<file path="config.mk">
export PLATFORM = sky130hd
export DESIGN_NAME = mult_share_arbiter
export DESIGN_NICKNAME = d
export VERILOG_FILES = /design/src/rtl/mult_share_arbiter.sv
export SDC_FILE = /design/constraint.sdc
export NUM_CORES = 1
export LEC_CHECK = 0
export ABC_AREA = 1
export CELL_PAD_IN_SITES_DETAIL_PLACEMENT = 1
export CELL_PAD_IN_SITES_GLOBAL_PLACEMENT = 1
export CORE_MARGIN = 1
export CORE_UTILIZATION = 29
export DETAILED_ROUTE_END_ITERATION = 7
export PLACE_DENSITY_LB_ADDON = 0.05
export SYNTH_ARGS = -nofsm -noshare
export SYNTH_HDL_FRONTEND = slang
export SYNTH_SLANG_ARGS = --single-unit
export TNS_END_PERCENT = 30
</file>
<file path="constraint.sdc">
create_clock -name clock -period 4.3 [get_ports clock]
set_input_delay 0.86 -clock clock [delete_from_list [all_inputs] [get_ports clock]]
set_output_delay 0.86 -clock clock [all_outputs]
set_load 0.02 [all_outputs]
</file>
<file path="src/rtl/mult_share_arbiter.sv">
// Round-robin front end that lets NUM_REQ requesters share one start/done multiplier,
// with operand latching, stale-done filtering and a watchdog for a multiplier that never answers.
module mult_share_arbiter #(
    parameter int NUM_REQ = 4,
    parameter int WIDTH   = 16,
    parameter int TIMEOUT = 64
) (
    input  logic                       clock,
    input  logic                       reset,
    input  logic [NUM_REQ-1:0]         req_valid,
    input  logic [NUM_REQ*WIDTH-1:0]   req_mcand,
    input  logic [NUM_REQ*WIDTH-1:0]   req_mplier,
    output logic [NUM_REQ-1:0]         req_ready,
    output logic [NUM_REQ-1:0]         resp_valid,
    output logic [WIDTH-1:0]           resp_product,
    output logic                       resp_err,
    output logic                       busy,
    output logic                       mult_start,
    output logic [WIDTH-1:0]           mult_mcand,
    output logic [WIDTH-1:0]           mult_mplier,
    input  logic [WIDTH-1:0]           mult_product,
    input  logic                       mult_done
);

    localparam int IDX_W = (NUM_REQ > 1) ? $clog2(NUM_REQ) : 1;
    localparam int TMR_W = $clog2(TIMEOUT);

    localparam logic [1:0] S_IDLE  = 2'd0;
    localparam logic [1:0] S_ISSUE = 2'd1;
    localparam logic [1:0] S_WAIT  = 2'd2;
    localparam logic [1:0] S_RESP  = 2'd3;

    logic [1:0]       state_reg;
    logic [IDX_W-1:0] rr_ptr_reg;
    logic [IDX_W-1:0] owner_reg;
    logic [WIDTH-1:0] mcand_reg;
    logic [WIDTH-1:0] mplier_reg;
    logic [WIDTH-1:0] product_reg;
    logic             err_reg;
    logic             done_clr_reg;
    logic [TMR_W-1:0] timer_reg;

    logic [IDX_W-1:0] scan_idx [NUM_REQ];
    logic [WIDTH-1:0] mcand_slice [NUM_REQ];
    logic [WIDTH-1:0] mplier_slice [NUM_REQ];
    logic             grant_found;
    logic [IDX_W-1:0] grant_idx;
    logic [IDX_W-1:0] rr_ptr_next;
    logic             timer_expired;
    logic             done_accept;

    // scan_idx[k] is the k-th candidate in priority order, starting at rr_ptr.
    genvar gi;
    generate
        for (gi = 0; gi < NUM_REQ; gi++) begin : g_scan
            logic [IDX_W:0] sum;
            assign sum = {1'b0, rr_ptr_reg} + (IDX_W+1)'(gi);
            assign scan_idx[gi] = (sum >= (IDX_W+1)'(NUM_REQ))
                                ? IDX_W'(sum - (IDX_W+1)'(NUM_REQ))
                                : sum[IDX_W-1:0];
            assign mcand_slice[gi]  = req_mcand[gi*WIDTH +: WIDTH];
            assign mplier_slice[gi] = req_mplier[gi*WIDTH +: WIDTH];
            assign req_ready[gi]  = !reset && (state_reg == S_IDLE) && grant_found
                                    && (grant_idx == IDX_W'(gi));
            assign resp_valid[gi] = (state_reg == S_RESP) && (owner_reg == IDX_W'(gi));
        end
    endgenerate

    always_comb begin
        grant_found = 1'b0;
        grant_idx   = '0;
        for (int k = 0; k < NUM_REQ; k++) begin
            if (!grant_found && req_valid[scan_idx[k]]) begin
                grant_found = 1'b1;
                grant_idx   = scan_idx[k];
            end
        end
    end

    assign rr_ptr_next   = (grant_idx == IDX_W'(NUM_REQ - 1)) ? '0 : grant_idx + 1'b1;
    assign timer_expired = (timer_reg == TMR_W'(TIMEOUT - 1));
    // A done level left over from the previous op is ignored until it has been seen low.
    assign done_accept   = done_clr_reg && mult_done;

    assign busy         = (state_reg != S_IDLE);
    assign mult_start   = (state_reg == S_ISSUE);
    assign mult_mcand   = mcand_reg;
    assign mult_mplier  = mplier_reg;
    assign resp_product = (state_reg == S_RESP) ? product_reg : '0;
    assign resp_err     = (state_reg == S_RESP) && err_reg;

    always_ff @(posedge clock or posedge reset) begin
        if (reset) begin
            state_reg    <= S_IDLE;
            rr_ptr_reg   <= '0;
            owner_reg    <= '0;
            mcand_reg    <= '0;
            mplier_reg   <= '0;
            product_reg  <= '0;
            err_reg      <= 1'b0;
            done_clr_reg <= 1'b0;
            timer_reg    <= '0;
        end else begin
            case (state_reg)
                S_IDLE: begin
                    if (grant_found) begin
                        owner_reg  <= grant_idx;
                        mcand_reg  <= mcand_slice[grant_idx];
                        mplier_reg <= mplier_slice[grant_idx];
                        rr_ptr_reg <= rr_ptr_next;
                        state_reg  <= S_ISSUE;
                    end
                end
                S_ISSUE: begin
                    timer_reg    <= '0;
                    done_clr_reg <= 1'b0;
                    state_reg    <= S_WAIT;
                end
                S_WAIT: begin
                    timer_reg <= timer_reg + 1'b1;
                    if (!mult_done) begin
                        done_clr_reg <= 1'b1;
                    end
                    if (done_accept) begin
                        product_reg <= mult_product;
                        err_reg     <= 1'b0;
                        state_reg   <= S_RESP;
                    end else if (timer_expired) begin
                        product_reg <= '0;
                        err_reg     <= 1'b1;
                        state_reg   <= S_RESP;
                    end
                end
                default: begin
                    state_reg <= S_IDLE;
                end
            endcase
        end
    end

endmodule

</file>
Word-level counts from Yosys, hierarchy flattened
Index checks and enable logic that the tools add are counted.

Flip-flop bits (word level): 62. Output and inout bits: 59. Input port bits: 151.

Add/subtract/negate cells: 9. Magnitude comparators: 9. Bitwise operators: 1. Reductions and logical operators: 29. Eq/ne operators: 13. Muxes and demuxes: 39.

Operator list (number): 16-bit two-way mux (7); 16-bit binary-select mux with 2-bit select (2); 2-bit two-way mux (12); 1-bit logical AND (15); 2-bit == test, second input constant (6); 3-bit >= comparator, second input constant (4); 2-bit by 3-bit less-than comparator with 1-bit output, second input constant (4); 6-bit one-hot mux with 2 select lines (1); 1-bit two-way mux (11); 1-bit binary-select mux with 2-bit select (4); 2-bit AND reduction (4); 2-bit by 1-bit subtractor with 2-bit output, second input constant (4); 2-bit by 2-bit adder with 3-bit output, second input constant (2); 6-bit by 1-bit adder with 6-bit output, second input constant (1); 2-bit by 1-bit == test with 1-bit output, second input constant (3); 6-bit == test, second input constant (1); 2-bit logical NOT (3); 2-bit one-hot mux with 3 select lines (1); 2-bit nonzero test (3); 1-bit logical NOT (4); 2-bit inequality test, second input constant (2); 2-bit by 1-bit adder with 3-bit output, second input constant (1); 2-bit by 3-bit >= comparator with 1-bit output, second input constant (1); 3-bit inequality test, second input constant (1); other kinds (3) (3).

Depth between registers and ports, before layout
Depth after elaboration: 18. Gate-level depth with buffers: 17. Depth with buffers taken out: 15.

Worst setup path after synthesis
Ideal clock, no wire load.

Kind: input port to output port. Start point: input port reset. End point: output port req_ready[1]. Path slack: 463 ps. Arrival time: 2977 ps. Required time: 3440 ps. Cell stages on the path: 3. Cell sequence: inv_1 nand2_1 nor3_1.

Word-level cells in the longest chain between the ends: 4.

Ends and longest elaborated chain: start: declaration (line 9) `input logic reset,`; 1-bit logical NOT (no line); 1-bit logical AND (2 in a row) (line 63) `assign req_ready[gi] = !reset && (state_reg == S_IDLE) && grant_found`; 1-bit logical AND (line 64) `&& (grant_idx == IDX_W'(gi));`; end: declaration (line 13) `output logic [NUM_REQ-1:0] req_ready,`.

Every way passes these cells.

Final worst setup path
Start point: input port req_valid[2]. End point: output port req_ready[3].

Word-level cells in the longest chain between the ends: 14. Elaborated cells on any way between the ends: 25. Classes of those cells: eq/ne (1); mux (16); reduce/logical (8).

Ends and longest elaborated chain: start: declaration (line 10) `input logic [NUM_REQ-1:0] req_valid,`; 1-bit binary-select mux with 2-bit select (line 73) `if (!grant_found && req_valid[scan_idx[k]]) begin`; 1-bit two-way mux (implied by the code) (line 73); 1-bit two-way mux (line 73); 1-bit logical NOT (line 73); 1-bit logical AND (line 73); 1-bit two-way mux (line 73); 1-bit logical NOT (line 73); 1-bit logical AND (line 73); 1-bit two-way mux (line 73); 1-bit logical NOT (line 73); 1-bit logical AND (line 73); 2-bit two-way mux or 1-bit two-way mux (tied branches) (line 73); 2-bit == test or 1-bit logical AND (tied branches) (line 64, 63); 1-bit logical AND * (line 64).

Every way passes the cells marked *; elsewhere a longest branch is shown, timed or not. The select of a mux whose other input is x is not followed.

==> flow_summary.toml <==
[sta]
setup_tns_ns = 0
relSlewSlack_pct = 22.1
finalCritPeriodShare_pct = 92.2
tightestPinTransition_ns = 1.16
hold_violations = 0
rsz0062_at_grt = "false"
layout_min_cycle_time_ns = 3.96
drv_slew = 0
skew_ns = 0.00805
max_freq_mhz = 252
setup_viol = 0

[pwr]
swShare_pct = 53.6
comb_power_share_pct = 69.1
power_frac_seq_pct = 17.8
power.density_nw_per_um2 = 860
p_int_mw = 2.70
p_sw_mw = 3.11
leakagePower_nw = 3.52
fin_total_pwr_mw = 5.81
pwr-share-clk_pct = 13.1
ir_worst_vdd_v = 0.000595

[detailed_routing]
drcViolationCount = 0
drt-pass1-iter-count = 4
drt_wl_total_mm = 16.8
dr.first_iter.drc_count = 197
via_per_inst = 4.72
drtAntennaViolNets = 0
drt-wirelength-per-cell_um = 15.6
via_count = 5109

[logic_synthesis]
yosysWarningCount = 0
avgSynthCellArea_um2 = 6.13
async_reset_ff_share_pct = 100
synth_nets = 864
synth_area_um2 = 4330
synth-seq-cells = 62
ys_dominant_reg_cell = "dfrtp_1"
ys_types = 26
ys_seq_area_share_pct = 35.8
synth_edf_count = 0
syn_inst = 707

[clock_network]
cts_tree = "done"
clock_latency_ns = 0.34
post-cts-setup-buffers = 0
postCtsHoldBufs = 0
cts_resized = 0
clk_path_buf_depth = 2
root_buffer = "clkbuf_16"
clk_pin_slew_worst_paths_ns = 0.06
numCtsBuffers = 9
cts_sinks = 62
htreeDepth = 3

[place]
port_buffers = 209
gp_congestion = 0.812
dp_hpwl_mm = 12.4

[setup_path]
timing.critical_path.cells = "clkdlybuf4s50_1 > inv_1 > nand2_1 > nand2_1 > nand2_1 > nand2_1 > nor2_1 > nor2_1 > nand2_2 > nand2_2 > inv_1 > nand2_1 > nor2_1 > clkdlybuf4s50_1"
critPathMaxStageDelay_ns = 0.61
cp.required_ns = 3.44
path_class = "in2out"
crit_slowest_cell = "clkdlybuf4s50_1"
cpMostUsedCell = "nand2_1"
crit_path_max_fanout = 4
startpoint_type = "input pin"
end_kind = "output port"
critPathArrivalTime_ns = 3.10
path_buf_inv = 4
critical_path.top_delay_family = "buffers and inverters"

[global_route]
antenna_found_initial = 0
grt_usage_pct = 22.7
grt_max_degree = 66
grt_pass1_wl_mm = 28.0
grt_pass1_vias = 5523
overflow = 0

[layout]
antenna_cells = 0
layout_commonest_cell = "nand2_1"
num-nets-final = 1050
fill_cells = 1857
area_growth_pct = 55.9
final_cell_mix = "415 x nand2_1, 209 x clkdlybuf4s50_1, 73 x nand3_1"
drive_gt1_share_pct = 4.12

[floorplan]
die_area_um2 = 15400
fp.dieW_um = 124
io_pins = 210
dieHeight_um = 124
rows = 44
core_region_area_um2 = 14500
initial_core_util_pct = 29.8

[flow_run]
max_cap_viol_count = 0

[min_path]
hp-class = "reg2reg"

[outcome]
status = "finished, final reports clean"
[kinds of logic after synthesis]
logic type,after synthesis,synth area share (%)
adder cells (fa/ha/maj),6,1.73
flip-flops,62,35.8
AO/OA/AOI/OAI,32,4.04
XOR/XNOR,1,0.202
AND/OR/NAND/NOR,523,48.4
buffers and inverters,83,9.84
[through the flow]
stage / util, % / std cells / setup WS, ns / cell area [um2] / hold WS [ns]
after CTS: 46.5 / 1082 / 0.345 / 6760 / 0.483
final: 46.5 / 1082 / 0.337 / 6760 / 0.481
after global routing: 46.5 / 1082 / 0.219 / 6760 / 0.507
after global placement: 44.4 / 1066 / 0.527 / 6450 / 0.464
after detailed placement: 44.4 / 1066 / 0.366 / 6450 / 0.467
after floorplan: - / 707 / 0.463 / 4330 / 0.456
[worst paths after layout]
path                       slack [ns]              end           from  cells past startpoint
max                              0.34     req_ready[3]   req_valid[2]                     14
min                              0.48    mult_mcand[3]  mult_mcand[3]                      2
max reg2reg                      1.58   mult_mcand[15]  rr_ptr_reg[0]                     15
min reg2reg                      0.48    mult_mcand[3]  mult_mcand[3]                      2
max in group asynchronous        2.63   mult_mplier[5]          reset                      3
min in group asynchronous        1.13  product_reg[15]          reset                      3
[tightest hold or removal path, delay by kind of cell (launching register included)]
family / cells / cell delay, ns
flops: 1 / 0.34
simple gates: 2 / 0.10
[power by group through the flow]
stage / Clock (mW) / Sequential, mW / Combinational [mW]
final: 0.764 / 1.03 / 4.01
after global routing: 0.808 / 1.07 / 4.53
after CTS: 0.783 / 1.04 / 4.09
after detailed placement: 0 / 1.04 / 4.06
after global placement: 0 / 1.03 / 3.96
after floorplan: 0 / 1.16 / 2.74
[cell type report]
cell class | count | area (um2) | area share (%)
clock buffers | 12 | 256 | 3.80
clock inverters | 4 | 55.1 | 0.815
inverters | 41 | 154 | 2.28
multi-input cells | 562 | 2360 | 34.9
flip-flops and latches | 62 | 1550 | 23.0
well taps | 184 | 230 | 3.41
repair buffers | 217 | 2150 | 31.8
[cell usage after synthesis, types with 6 or more instances]
library cell / n / area (um2)
a21oi_1: 6 / 30.0
buf_2: 17 / 85.1
buf_6: 12 / 135
clkbuf_1: 10 / 37.5
dfrtp_1: 62 / 1550
ha_1: 6 / 75.1
inv_1: 37 / 139
nand2_1: 416 / 1560
nand3_1: 73 / 365
nor2_1: 15 / 56.3
nor3_1: 11 / 55.1
o21ai_0: 19 / 95.1
[routing by layer]
layer	GRT usage [%]	up-vias	share of wire (%)
li1	-	2544	-
met1	26.9	2383	44
met2	38.7	157	48
met3	5.41	25	6.0
met4	9.71	0	2.7
met5	0	-	0
No activity file was read; power rests on OpenSTA's default activity.
